--- src/rtl/dsr_right_pipe_n_s_if.sv ---
// ----------------------------------------------------------------------------
// dsr_right_pipe_n_s_if
//
// Purpose : Bundles the streaming handshake and payload signals of the
//           pipelined right shifter into one interface, so the shifter and
//           its environment connect through a single port.
//
// Signals :
//   in_valid   upstream item present
//   in_ready   shifter accepts the upstream item this cycle
//   in_data    operand to shift (N bits)
//   in_shift   logical right-shift amount (S bits)
//   in_tag     sideband tag carried with the item (W_TAG bits)
//   out_valid  downstream item present
//   out_ready  downstream accepts the item
//   out_data   in_data >> in_shift, zero-filled
//   out_sticky OR of every bit shifted out
//   out_tag    in_tag of the same item
//
// Modports:
//   master  the environment: drives the upstream payload and out_ready
//   slave   the shifter: drives in_ready and the downstream payload
// ----------------------------------------------------------------------------
interface dsr_right_pipe_n_s_if #(
    parameter int N     = 16,
    parameter int S     = 4,
    parameter int W_TAG = 8
);

    logic             in_valid;
    logic             in_ready;
    logic [N-1:0]     in_data;
    logic [S-1:0]     in_shift;
    logic [W_TAG-1:0] in_tag;

    logic             out_valid;
    logic             out_ready;
    logic [N-1:0]     out_data;
    logic             out_sticky;
    logic [W_TAG-1:0] out_tag;

    modport master (
        output in_valid,
        output in_data,
        output in_shift,
        output in_tag,
        output out_ready,
        input  in_ready,
        input  out_valid,
        input  out_data,
        input  out_sticky,
        input  out_tag
    );

    modport slave (
        input  in_valid,
        input  in_data,
        input  in_shift,
        input  in_tag,
        input  out_ready,
        output in_ready,
        output out_valid,
        output out_data,
        output out_sticky,
        output out_tag
    );

endinterface

--- src/rtl/dsr_right_pipe_n_s.sv ---
// ----------------------------------------------------------------------------
// dsr_right_pipe_n_s
//
// Purpose : Pipelined logarithmic right shifter with sticky-bit capture for
//           posit datapaths (mantissa alignment, fraction extraction).
//           Stage k consumes shift bit k: when that bit is set it shifts the
//           data right by 2^k (zero fill) and ORs the discarded bits into
//           sticky. A tag word rides along with every item untouched.
//           The whole pipe advances on a single enable
//           adv = !out_valid || out_ready, so a stall freezes every stage
//           and bubbles are never collapsed.
//
// Parameters:
//   N      data width (N >= 2)
//   S      shift-amount width; number of register stages
//   W_TAG  sideband tag width
//
// Ports:
//   clk    rising-edge clock
//   rst_n  synchronous active-low reset
//   bus    dsr_right_pipe_n_s_if.slave: in_valid/in_ready/in_data/in_shift/
//          in_tag upstream, out_valid/out_ready/out_data/out_sticky/out_tag
//          downstream
//
// Latency : an item accepted at edge t is presented on the outputs after
//           edge t+S-1 when the pipe is not stalled.
// ----------------------------------------------------------------------------
module dsr_right_pipe_n_s #(
    parameter int N     = 16,
    parameter int S     = 4,
    parameter int W_TAG = 8
) (
    input  logic                  clk,
    input  logic                  rst_n,
    dsr_right_pipe_n_s_if.slave   bus
);

    // Mask selecting the low min(n, N) bits of a data word.
    function automatic logic [N-1:0] low_mask(input int unsigned n);
        logic [N-1:0] m;
        for (int unsigned i = 0; i < N; i++) begin
            m[i] = (i < n);
        end
        return m;
    endfunction

    // Global pipeline enable shared by every stage.
    logic w_adv;

    genvar k;
    for (k = 0; k < S; k++) begin : g_stage

        // Shift distance handled by this stage and the bits it can discard.
        // Once 2^k reaches N the mask covers the whole word and the shifted
        // value is all zeros, which gives the overshift behaviour for free.
        localparam int unsigned   SH        = 1 << k;
        localparam logic [N-1:0]  DROP_MASK = low_mask(SH);

        // Stage input: the unconsumed shift bits are [S-1:k] of the original
        // amount, so bit 0 of w_in_shamt is the bit this stage acts on.
        logic             w_in_valid;
        logic [N-1:0]     w_in_data;
        logic [S-1-k:0]   w_in_shamt;
        logic             w_in_sticky;
        logic [W_TAG-1:0] w_in_tag;

        logic [N-1:0]     w_shifted;
        logic             w_dropped;

        logic             r_valid;
        logic [N-1:0]     r_data;
        logic             r_sticky;
        logic [W_TAG-1:0] r_tag;

        if (k == 0) begin : g_src
            assign w_in_valid  = bus.in_valid;
            assign w_in_data   = bus.in_data;
            assign w_in_shamt  = bus.in_shift;
            assign w_in_sticky = 1'b0;
            assign w_in_tag    = bus.in_tag;
        end else begin : g_src
            assign w_in_valid  = g_stage[k-1].r_valid;
            assign w_in_data   = g_stage[k-1].r_data;
            assign w_in_shamt  = g_stage[k-1].g_sh.r_shamt;
            assign w_in_sticky = g_stage[k-1].r_sticky;
            assign w_in_tag    = g_stage[k-1].r_tag;
        end

        assign w_shifted = w_in_data >> SH;
        assign w_dropped = |(w_in_data & DROP_MASK);

        // NOTE: Sequential state uses non-blocking assignments so every stage
        // samples its predecessor's pre-edge value; blocking here would let an
        // item race through several stages in one clock.
        // NOTE: Payload registers are reset as well as the valid bits so the
        // outputs read as zero straight after reset, not just invalid.
        always_ff @(posedge clk) begin
            if (!rst_n) begin
                r_valid  <= 1'b0;
                r_data   <= '0;
                r_sticky <= 1'b0;
                r_tag    <= '0;
            end else if (w_adv) begin
                r_valid  <= w_in_valid;
                r_data   <= w_in_shamt[0] ? w_shifted : w_in_data;
                r_sticky <= w_in_sticky | (w_in_shamt[0] & w_dropped);
                r_tag    <= w_in_tag;
            end
        end

        // Remaining shift bits for later stages; the last stage has none.
        if (k < S - 1) begin : g_sh
            logic [S-2-k:0] r_shamt;

            always_ff @(posedge clk) begin
                if (!rst_n) begin
                    r_shamt <= '0;
                end else if (w_adv) begin
                    r_shamt <= w_in_shamt[S-1-k:1];
                end
            end
        end
    end

    // The pipe may move whenever the output slot is empty or being drained.
    // in_ready never looks at in_valid.
    assign w_adv        = !g_stage[S-1].r_valid || bus.out_ready;
    assign bus.in_ready = w_adv;

    assign bus.out_valid  = g_stage[S-1].r_valid;
    assign bus.out_data   = g_stage[S-1].r_data;
    assign bus.out_sticky = g_stage[S-1].r_sticky;
    assign bus.out_tag    = g_stage[S-1].r_tag;

endmodule

--- src/flat_wrapper.sv ---
// flat-port wrapper written by rule: the top's interface ports become plain ports
module dsr_right_pipe_n_s_flat 
#(
    parameter int N     = 16,
    parameter int S     = 4,
    parameter int W_TAG = 8
)
  (clk, rst_n, bus_in_valid, bus_in_data, bus_in_shift, bus_in_tag, bus_out_ready, bus_in_ready, bus_out_valid, bus_out_data, bus_out_sticky, bus_out_tag);
  dsr_right_pipe_n_s_if #(.N(N), .S(S), .W_TAG(W_TAG)) bus_i ();
  input  logic clk;
  input  logic rst_n;
  input wire logic [$bits(bus_i.in_valid)-1:0] bus_in_valid;
  input wire logic [$bits(bus_i.in_data)-1:0] bus_in_data;
  input wire logic [$bits(bus_i.in_shift)-1:0] bus_in_shift;
  input wire logic [$bits(bus_i.in_tag)-1:0] bus_in_tag;
  input wire logic [$bits(bus_i.out_ready)-1:0] bus_out_ready;
  output wire logic [$bits(bus_i.in_ready)-1:0] bus_in_ready;
  output wire logic [$bits(bus_i.out_valid)-1:0] bus_out_valid;
  output wire logic [$bits(bus_i.out_data)-1:0] bus_out_data;
  output wire logic [$bits(bus_i.out_sticky)-1:0] bus_out_sticky;
  output wire logic [$bits(bus_i.out_tag)-1:0] bus_out_tag;
  assign bus_i.in_valid = bus_in_valid;
  assign bus_i.in_data = bus_in_data;
  assign bus_i.in_shift = bus_in_shift;
  assign bus_i.in_tag = bus_in_tag;
  assign bus_i.out_ready = bus_out_ready;
  assign bus_in_ready = bus_i.in_ready;
  assign bus_out_valid = bus_i.out_valid;
  assign bus_out_data = bus_i.out_data;
  assign bus_out_sticky = bus_i.out_sticky;
  assign bus_out_tag = bus_i.out_tag;
  dsr_right_pipe_n_s #(.N(N), .S(S), .W_TAG(W_TAG)) u_core (.clk(clk), .rst_n(rst_n), .bus(bus_i));
endmodule
--- config.mk ---
export PLATFORM = sky130hd
export DESIGN_NAME = dsr_right_pipe_n_s_flat
export DESIGN_NICKNAME = d
export VERILOG_FILES = /design/src/rtl/dsr_right_pipe_n_s_if.sv /design/src/rtl/dsr_right_pipe_n_s.sv /design/src/flat_wrapper.sv
export SDC_FILE = /design/constraint.sdc
export NUM_CORES = 1
export LEC_CHECK = 0
export BUFFER_PORTS_ARGS = -buffer_cell sky130_fd_sc_hd__buf_4
export CAP_MARGIN = 10
export CORE_ASPECT_RATIO = 1.1
export CORE_UTILIZATION = 40
export DETAILED_ROUTE_END_ITERATION = 8
export PLACE_DENSITY = 0.65
export SETUP_SLACK_MARGIN = 0.15
export SLEW_MARGIN = 30
export SYNTH_ARGS = -nofsm -noshare
export SYNTH_HDL_FRONTEND = slang
export SYNTH_SLANG_ARGS = --single-unit
--- constraint.sdc ---
create_clock -name clk -period 1.17 [get_ports clk]
set_clock_uncertainty 0.05 [all_clocks]
set_input_delay 0.117 -clock clk [delete_from_list [all_inputs] [get_ports clk]]
set_output_delay 0.117 -clock clk [all_outputs]
set_load 0.01 [all_outputs]
# == After elaboration in Yosys (flattened, before gate mapping) ==
# Index checks and enable logic that the tools add are counted.
# op_classes
bitwise,7
muxes,4
n_reduce_logical,5
# op_table
cell,count
16-bit two-way mux,4
8-bit OR reduction,1
1-bit AND,4
4-bit OR reduction,1
1-bit bitwise OR,3
2-bit OR reduction,1
1-bit logical NOT,1
1-bit logical OR,1
# word_totals
elab_cells,35
in_bits,32
ff_bits,110

# == Longest topological paths before layout ==
# Gate-level depths: netlist of the first run.
# logic_depth
word_depth,3
depth_mapped,7
depth_no_buf,4

# == Least setup slack after synthesis of the first run ==
# OpenSTA, ideal clock, no wires.
# synth_timing
path_kind,flip-flop to flip-flop
start,"register u_core.g_stage[3].r_valid, in the netlist u_core.bus.out_valid"
end,register u_core.g_stage[0].r_data[0]
stages_incl_launch_ff,7
period_less_slack_ns,1.289
setup_ns,0.116
t_arrival_ns,1.123
path_buffers,3
setup_slack_ns,-0.119
cell_sequence,dfxtp_1 -> nor2b_2 -> buf_6 -> inv_4 -> buf_6 -> buf_6 -> o211a_1
# synth_between
elab_chain_cells,2
# synth_rtl
element,line_no,text
from (decl),dsr_right_pipe_n_s.sv:70,logic r_valid;
from (signal assigned),dsr_right_pipe_n_s.sv:104,r_valid <= w_in_valid;
1-bit logical NOT,dsr_right_pipe_n_s.sv:127,assign w_adv = !g_stage[S-1].r_valid || bus.out_ready;
1-bit logical OR,dsr_right_pipe_n_s.sv:127,
named net bus_in_ready,flat_wrapper.sv:17,output wire logic [$bits(bus_i.in_ready)-1:0] bus_in_ready;
to (signal assigned),dsr_right_pipe_n_s.sv:105,r_data <= w_in_shamt[0] ? w_shifted : w_in_data;
to (decl),dsr_right_pipe_n_s.sv:71,logic [N-1:0] r_data;
# The timed path passes the listed nets, and every way through them passes these cells.
# A chain may end at the register's enable or synchronous reset.

# == Final worst setup path of the first run ==
# layout_timing
start,"register u_core.g_stage[3].r_valid, in the netlist u_core.bus.out_valid"
end,output bus_in_ready
# layout_between
elab_chain_cells,2
# layout_rtl
element,line_no
1-bit logical NOT,dsr_right_pipe_n_s.sv:127
1-bit logical OR,dsr_right_pipe_n_s.sv:127
to (decl),flat_wrapper.sv:17
# Every way passes these cells.

==> results by group, run 1 <==
Worst setup path
  • CP max FO: 5
  • Critical path launch point type: flip-flop
  • Critical path class: flip-flop to primary output
  • Critical Path RT: 1.00 ns
  • CP endpoint kind: primary output
  • Critical Path AT: 1.13 ns

Synth
  • Warnings from Yosys: 0
  • Post-Syn Area: 4670 um^2
  • Mapped Cells: 489
  • Post-synthesis register bit count: 110
  • Mean Syn Cell Area: 9.56 um^2
  • Synth Net Count: 521
  • Yosys cell types: 19
  • Sequential element share of the synthesized area: 47.1%

Layout
  • Fraction of layout instances using a drive strength above 1: 23.1%
  • Nets@finish: 605
  • Area grow syn2layout: 30.3%
  • Fin util: 53.2%
  • Antenna Cells: 0
  • # fillers: 1039

STA
  • Slew HR: 80.2%
  • Max-slew violations: 0
  • Final worst slack: -0.132 ns
  • Final Setup Violations: 107
  • Fin. Hold Viols: 0
  • Worst-Margin Slew: 0.297 ns
  • Tmin final: 1.30 ns
  • RSZ-0062 raised after global routing: yes
  • Max Fclk: 768 MHz
  • Crit share post-route: 111%

Detailed routing
  • Vias per cell: 5.08
  • # DRC: 0
  • Routed wire length per instance: 13.9 um
  • DR iter-0 viols: 126
  • Post-DRT Antenna Nets: 0
  • DR vias: 3694
  • Drt first pass iters: 4
  • Post-Route WL: 10100 um

Clocking
  • Total clock buffers created by CTS: 9
  • CTS sink count: 110
  • Clock Latency Late Sink: 0.35 ns
  • CTS Buffer Depth: 2
  • Clk slew on worst S/H paths: 0.07 ns
  • H-Tree Depth: 3
  • TritonCTS clock tree: done
  • Root Buffer Master: clkbuf_16

Global routing
  • Global route overflow: 0
  • GRT Total Usage: 16.8%
  • First-pass GRT wire length: 16200 um
  • Vias in the first global route: 3519
  • Largest net degree at the start of global routing: 51
  • Antenna violations before repair: 0

Pwr
  • Pwr Density: 1260 nW/um^2
  • Register share of total power: 52.8%
  • Leakage power: 2.96 nW
  • Clock power frac: 36.4%
  • Internal Power: 5.84 mW
  • Switching Fraction: 23.7%
  • NetSw: 1.82 mW
  • Worst vdd ir: 585 uV
  • Total power: 7.66 mW
  • Logic pwr share: 10.8%

Die
  • Std cell rows: 41
  • DIE HEIGHT: 115 um
  • Die ar.: 12100 um^2
  • Core Region: 11400 um^2
  • Initial core utilization: 40.9%
  • # IOs: 59
  • Die Span X: 105 um

Place
  • Count of input and output buffers: 58
  • Dpl ws: -0.0314 ns
  • Hpwl dp: 6400 um
  • Placer Congestion: 0.746

Outcome
  • Status: finished, violations left
  • Failing checks: setup timing

Worst hold path
  • HP Class: input port to flip-flop

Run
  • Max cap viols: 0
-- registers in the layout, summed over array words and instances, names as in the netlist --
signal / cells
u_core.bus.out_data: 16
u_core.bus.out_valid: 1
u_core.bus.out_tag: 8
u_core.g_stage.r_valid: 3
u_core.g_stage.r_data: 48
u_core.g_stage.g_sh.r_shamt: 6
u_core.g_stage.r_tag: 24
u_core.bus.out_sticky: 1
u_core.g_stage.r_sticky: 3
-- per-layer routing --
| metal | wire [um] | vias to the layer above | GRT usage (%) |
|---|---|---|---|
| li1 | - | 1853 | - |
| met1 | 4740 | 1775 | 20.5 |
| met2 | 4970 | 53 | 29.4 |
| met3 | 262 | 13 | 3.29 |
| met4 | 144 | 0 | 6.48 |
| met5 | 0 | - | 0 |
-- cell families after synthesis --
logic type	synth area share, %
DFF	47.1
buffers and inverters	6.45
AOI/OAI and AO/OA	20.8
muxes	10.5
and+or+nand+nor	15.2
-- synth_stat cells, drive strengths merged --
library cell / number / area (um^2)
o211a: 49 / 490
o21a: 1 / 7.51
nand3: 1 / 5.00
nand2: 147 / 552
buf: 32 / 250
nor2b: 1 / 8.76
mux2i: 49 / 490
or4: 3 / 22.5
nand3b: 15 / 113
a21boi: 57 / 428
nor2: 2 / 7.51
a21oi: 4 / 20.0
o21ai: 5 / 25.0
inv: 1 / 6.26
dfxtp: 110 / 2200
clkbuf: 12 / 45.0
-- stage by stage --
stage	instances	hold slack, ns	TNS (ns)	cell area (um^2)
finish	727	0.00977	-5.88	6090
global route	727	0.0249	-11.75	6090
CTS	719	0.00382	-7.98	5900
detailed placement	684	0.341	-0.322	5350
global placement	684	0.334	-0.0138	5350
floorplan	489	0.214	-3.20	4680
-- layout by cell type, fill, tap and decap left out, drive strengths merged, types with 4 or more instances in the layout --
cell type    count
dlygate4sd3     12
o211a           49
nand3b          15
o21ai            5
buf             99
dfxtp          110
a21boi          57
a21oi            4
mux2i           49
nand2          147
clkbuf          15
-- power by group through the flow --
| stage | combinational, mW | clock [mW] | sequential [mW] |
|---|---|---|---|
| 3_3_place_gp | 0.723 | 0 | 4.12 |
| 5_1_grt | 0.915 | 3.02 | 4.06 |
| 3_5_place_dp | 0.737 | 0 | 4.13 |
| 2_1_floorplan | 0.468 | 0 | 4.10 |
| 4_1_cts | 0.798 | 2.86 | 4.04 |
| 6_report | 0.830 | 2.78 | 4.04 |
-- what timing repair did --
| item | 4_1_cts | 5_1_grt |
|---|---|---|
| hold buffers | 12 | 0 |
| setup endpoints to repair | 113 | 116 |
| pin swaps | 0 | 3 |
| gates resized for setup | 40 | 24 |
| endpoints found under the hold margin | 12 | 0 |
| buffers inserted | 5 | 2 |
| cloned | 3 | 6 |
-- critical path, cell delays in order, from the launching register on --
cell     delay, ns
dfxtp_2       0.32
nor2b_4       0.18
inv_6         0.06
buf_12        0.12
buf_6         0.11
-- worst paths after layout --
path,start,end,slack (ns),depth (start not counted)
min reg2reg,u_core.bus.out_tag[5],u_core.bus.out_tag[5],0.40,2
min,bus_in_data[15],u_core.g_stage[0].r_data[15],0.01,3
max reg2reg,u_core.bus.out_valid,u_core.g_stage[2].r_tag[2],-0.10,6
max,u_core.bus.out_valid,bus_in_ready,-0.13,4
-- layout make-up --
type                    count  area, um^2  area share [%]
clock buffers              10         229            3.76
clock inverters             5        35.0           0.576
inverters                   1        8.76           0.144
multi-input cells         334        2190            36.0
flip-flops and latches    110        2210            36.4
well taps                 150         188            3.08
repair buffers            117        1220            20.1
Power figures use the tool's default switching activity.
==> inputs of run 2 (changes only) <==
Settings changed: RECOVER_POWER from default to 25.
==> run 2 against run 1 <==
The flow still finishes with violations (setup timing). Utilization down 0.18 points. First-iteration DRC count down 2.4%. Sequential power about the same. Sequential share of layout area up 0.099 points. Cell count unchanged. Count of clock-buffer cells in the layout unchanged. Combinational power down 0.5%. Clock power about the same.
==> results by group, run 2 (same netlist as run 1, synthesis figures left out) <==
Detailed routing
  • Post-Route WL: 10100 um (+0.15%)
  • Drt first pass iters: 4 (unchanged)
  • Routed wire length per instance: 13.9 um (+0.15%)
  • Post-DRT Antenna Nets: 0 (unchanged)
  • DR iter-0 viols: 123 (-2.4%)
  • # DRC: 0 (unchanged)
  • Vias per cell: 5.08 (about the same)
  • DR vias: 3695 (+0.027%)

Place
  • Count of input and output buffers: 58 (unchanged)
  • Hpwl dp: 6400 um (unchanged)
  • Placer Congestion: 0.746 (unchanged)
  • Placed standard-cell area: 5350 um^2 (unchanged)

STA
  • Fin. Hold Viols: 0 (unchanged)
  • Max Fclk: 768 MHz (about the same)
  • Post-route setup TNS: -5.86 ns (+0.0186 ns)
  • Crit share post-route: 111% (about the same)
  • Final Setup Violations: 107 (unchanged)
  • Final worst slack: -0.132 ns (+0.000394 ns)
  • RSZ-0062 raised after global routing: yes
  • Max-slew violations: 0 (unchanged)
  • Worst-Margin Slew: 0.299 ns (+0.00198 ns)
  • Slew HR: 80.0% (-0.13 points)
  • Tmin final: 1.30 ns (-0.000394 ns)

Pwr
  • Total power: 7.65 mW (about the same)
  • Pwr Density: 1260 nW/um^2 (+0.30%)
  • Leakage power: 2.94 nW (-0.73%)
  • Worst vdd ir: 585 uV (about the same)

Clocking
  • CTS sink count: 110 (unchanged)
  • Clk slew on worst S/H paths: 0.07 ns (about the same)
  • H-Tree Depth: 3 (unchanged)
  • Clock Latency Late Sink: 0.35 ns (about the same)
  • Total clock buffers created by CTS: 9 (unchanged)
  • CTS Buffer Depth: 2 (unchanged)
  • Root Buffer Master: clkbuf_16
  • TritonCTS clock tree: done

Die
  • # IOs: 59 (unchanged)
  • Initial core utilization: 40.9% (unchanged)
  • DIE HEIGHT: 115 um (unchanged)
  • Die ar.: 12100 um^2 (unchanged)
  • Core Region: 11400 um^2 (unchanged)
  • Std cell rows: 41 (unchanged)
  • Die Span X: 105 um (unchanged)

Worst hold path
  • HP Class: input port to flip-flop

Global routing
  • Largest net degree at the start of global routing: 51 (unchanged)
  • First-pass GRT wire length: 16200 um (unchanged)
  • Global route overflow: 0 (unchanged)
  • Vias in the first global route: 3519 (unchanged)
  • GRT Total Usage: 16.8% (unchanged)
  • Antenna violations before repair: 0 (unchanged)

Worst setup path
  • CP endpoint kind: primary output
  • Critical Path RT: 1.00 ns (about the same)
  • Critical Path AT: 1.13 ns (about the same)
  • Critical path launch point type: flip-flop
  • Critical path class: flip-flop to primary output
  • CP max FO: 5 (unchanged)

Run
  • Max cap viols: 0 (unchanged)

Layout
  • Final std cell area, no fill: 6070 um^2 (-0.33%)
  • Antenna Cells: 0 (unchanged)
  • Area grow syn2layout: 29.8%
  • Nets@finish: 605 (unchanged)
  • # fillers: 1044 (+0.48%)
  • Most frequent cells in the layout: 147 x nand2_1, 104 x dfxtp_1, 73 x buf_4, 49 x mux2i_1, 49 x o211a_1
  • Leading cell type in the layout, fill and taps excluded: nand2_1
  • Fin util: 53.0% (-0.18 points)
  • Fraction of layout instances using a drive strength above 1: 22.0% (-1.0 points)
  • Number of flip-flops under the largest register name: 48 (unchanged)
  • Biggest register: u_core.g_stage.r_data

Outcome
  • Status: finished, violations left
  • Failing checks: setup timing
-- run 2: stage by stage --
stage	instances	setup WS, ns	hold WS, ns
2_1_floorplan	489	-0.0719	0.214
3_3_place_gp	684	-0.0121	0.334
3_5_place_dp	684	-0.0314	0.341
4_1_cts	719	-0.146	0.00382
6_report	727	-0.132	0.0105
5_1_grt	727	-0.174	0.0249
-- run 2: area by class of cell --
type	count	area, um^2	area share [%]
clock buffer	10	229	3.77
clock inverter	5	35.0	0.577
sequential	110	2210	36.5
tap	150	188	3.09
timing repair buffer	117	1200	19.8
inverter	1	8.76	0.144
multi-input combinational	334	2190	36.1
-- run 2: final timing paths --
kind | from | endpoint | slack, ns | depth (start not counted)
max | u_core.bus.out_valid | bus_in_ready | -0.13 | 4
min | bus_in_data[15] | u_core.g_stage[0].r_data[15] | 0.01 | 3
max reg2reg | u_core.bus.out_valid | u_core.g_stage[2].r_tag[2] | -0.10 | 6
min reg2reg | u_core.bus.out_tag[5] | u_core.bus.out_tag[5] | 0.40 | 2
-- run 2: metal layers --
layer / vias up / track usage [%] / wire [um] / part of all wire, %
met1: 1770 / 20.5 / 4720 / 47
met2: 60 / 29.4 / 4980 / 49
met5: - / 0 / 0 / 0
met4: 0 / 6.48 / 144 / 1.4
li1: 1852 / - / - / -
met3: 13 / 3.29 / 293 / 2.9
-- run 2: critical path, cell delays in order, from the launching register on --
cell	delay (ns)
dfxtp_2	0.32
nor2b_4	0.18
inv_6	0.06
buf_12	0.12
buf_6	0.11
-- run 2: timing repair --
| action | 4_1_cts | 5_1_grt |
|---|---|---|
| buffers inserted | 5 | 2 |
| endpoints found under the hold margin | 12 | 0 |
| endpoints found under the setup margin | 113 | 116 |
| gates resized for setup | 40 | 24 |
| gates cloned | 3 | 6 |
| pin swaps | 0 | 3 |
| hold buffers | 12 | 0 |
-- run 2: power breakdown --
group,total [mW],internal (mW),leakage [nW],switching [mW]
registers,4.04,3.92,0.905,0.122
clock network,2.79,1.44,0.129,1.35
logic,0.826,0.476,1.91,0.350
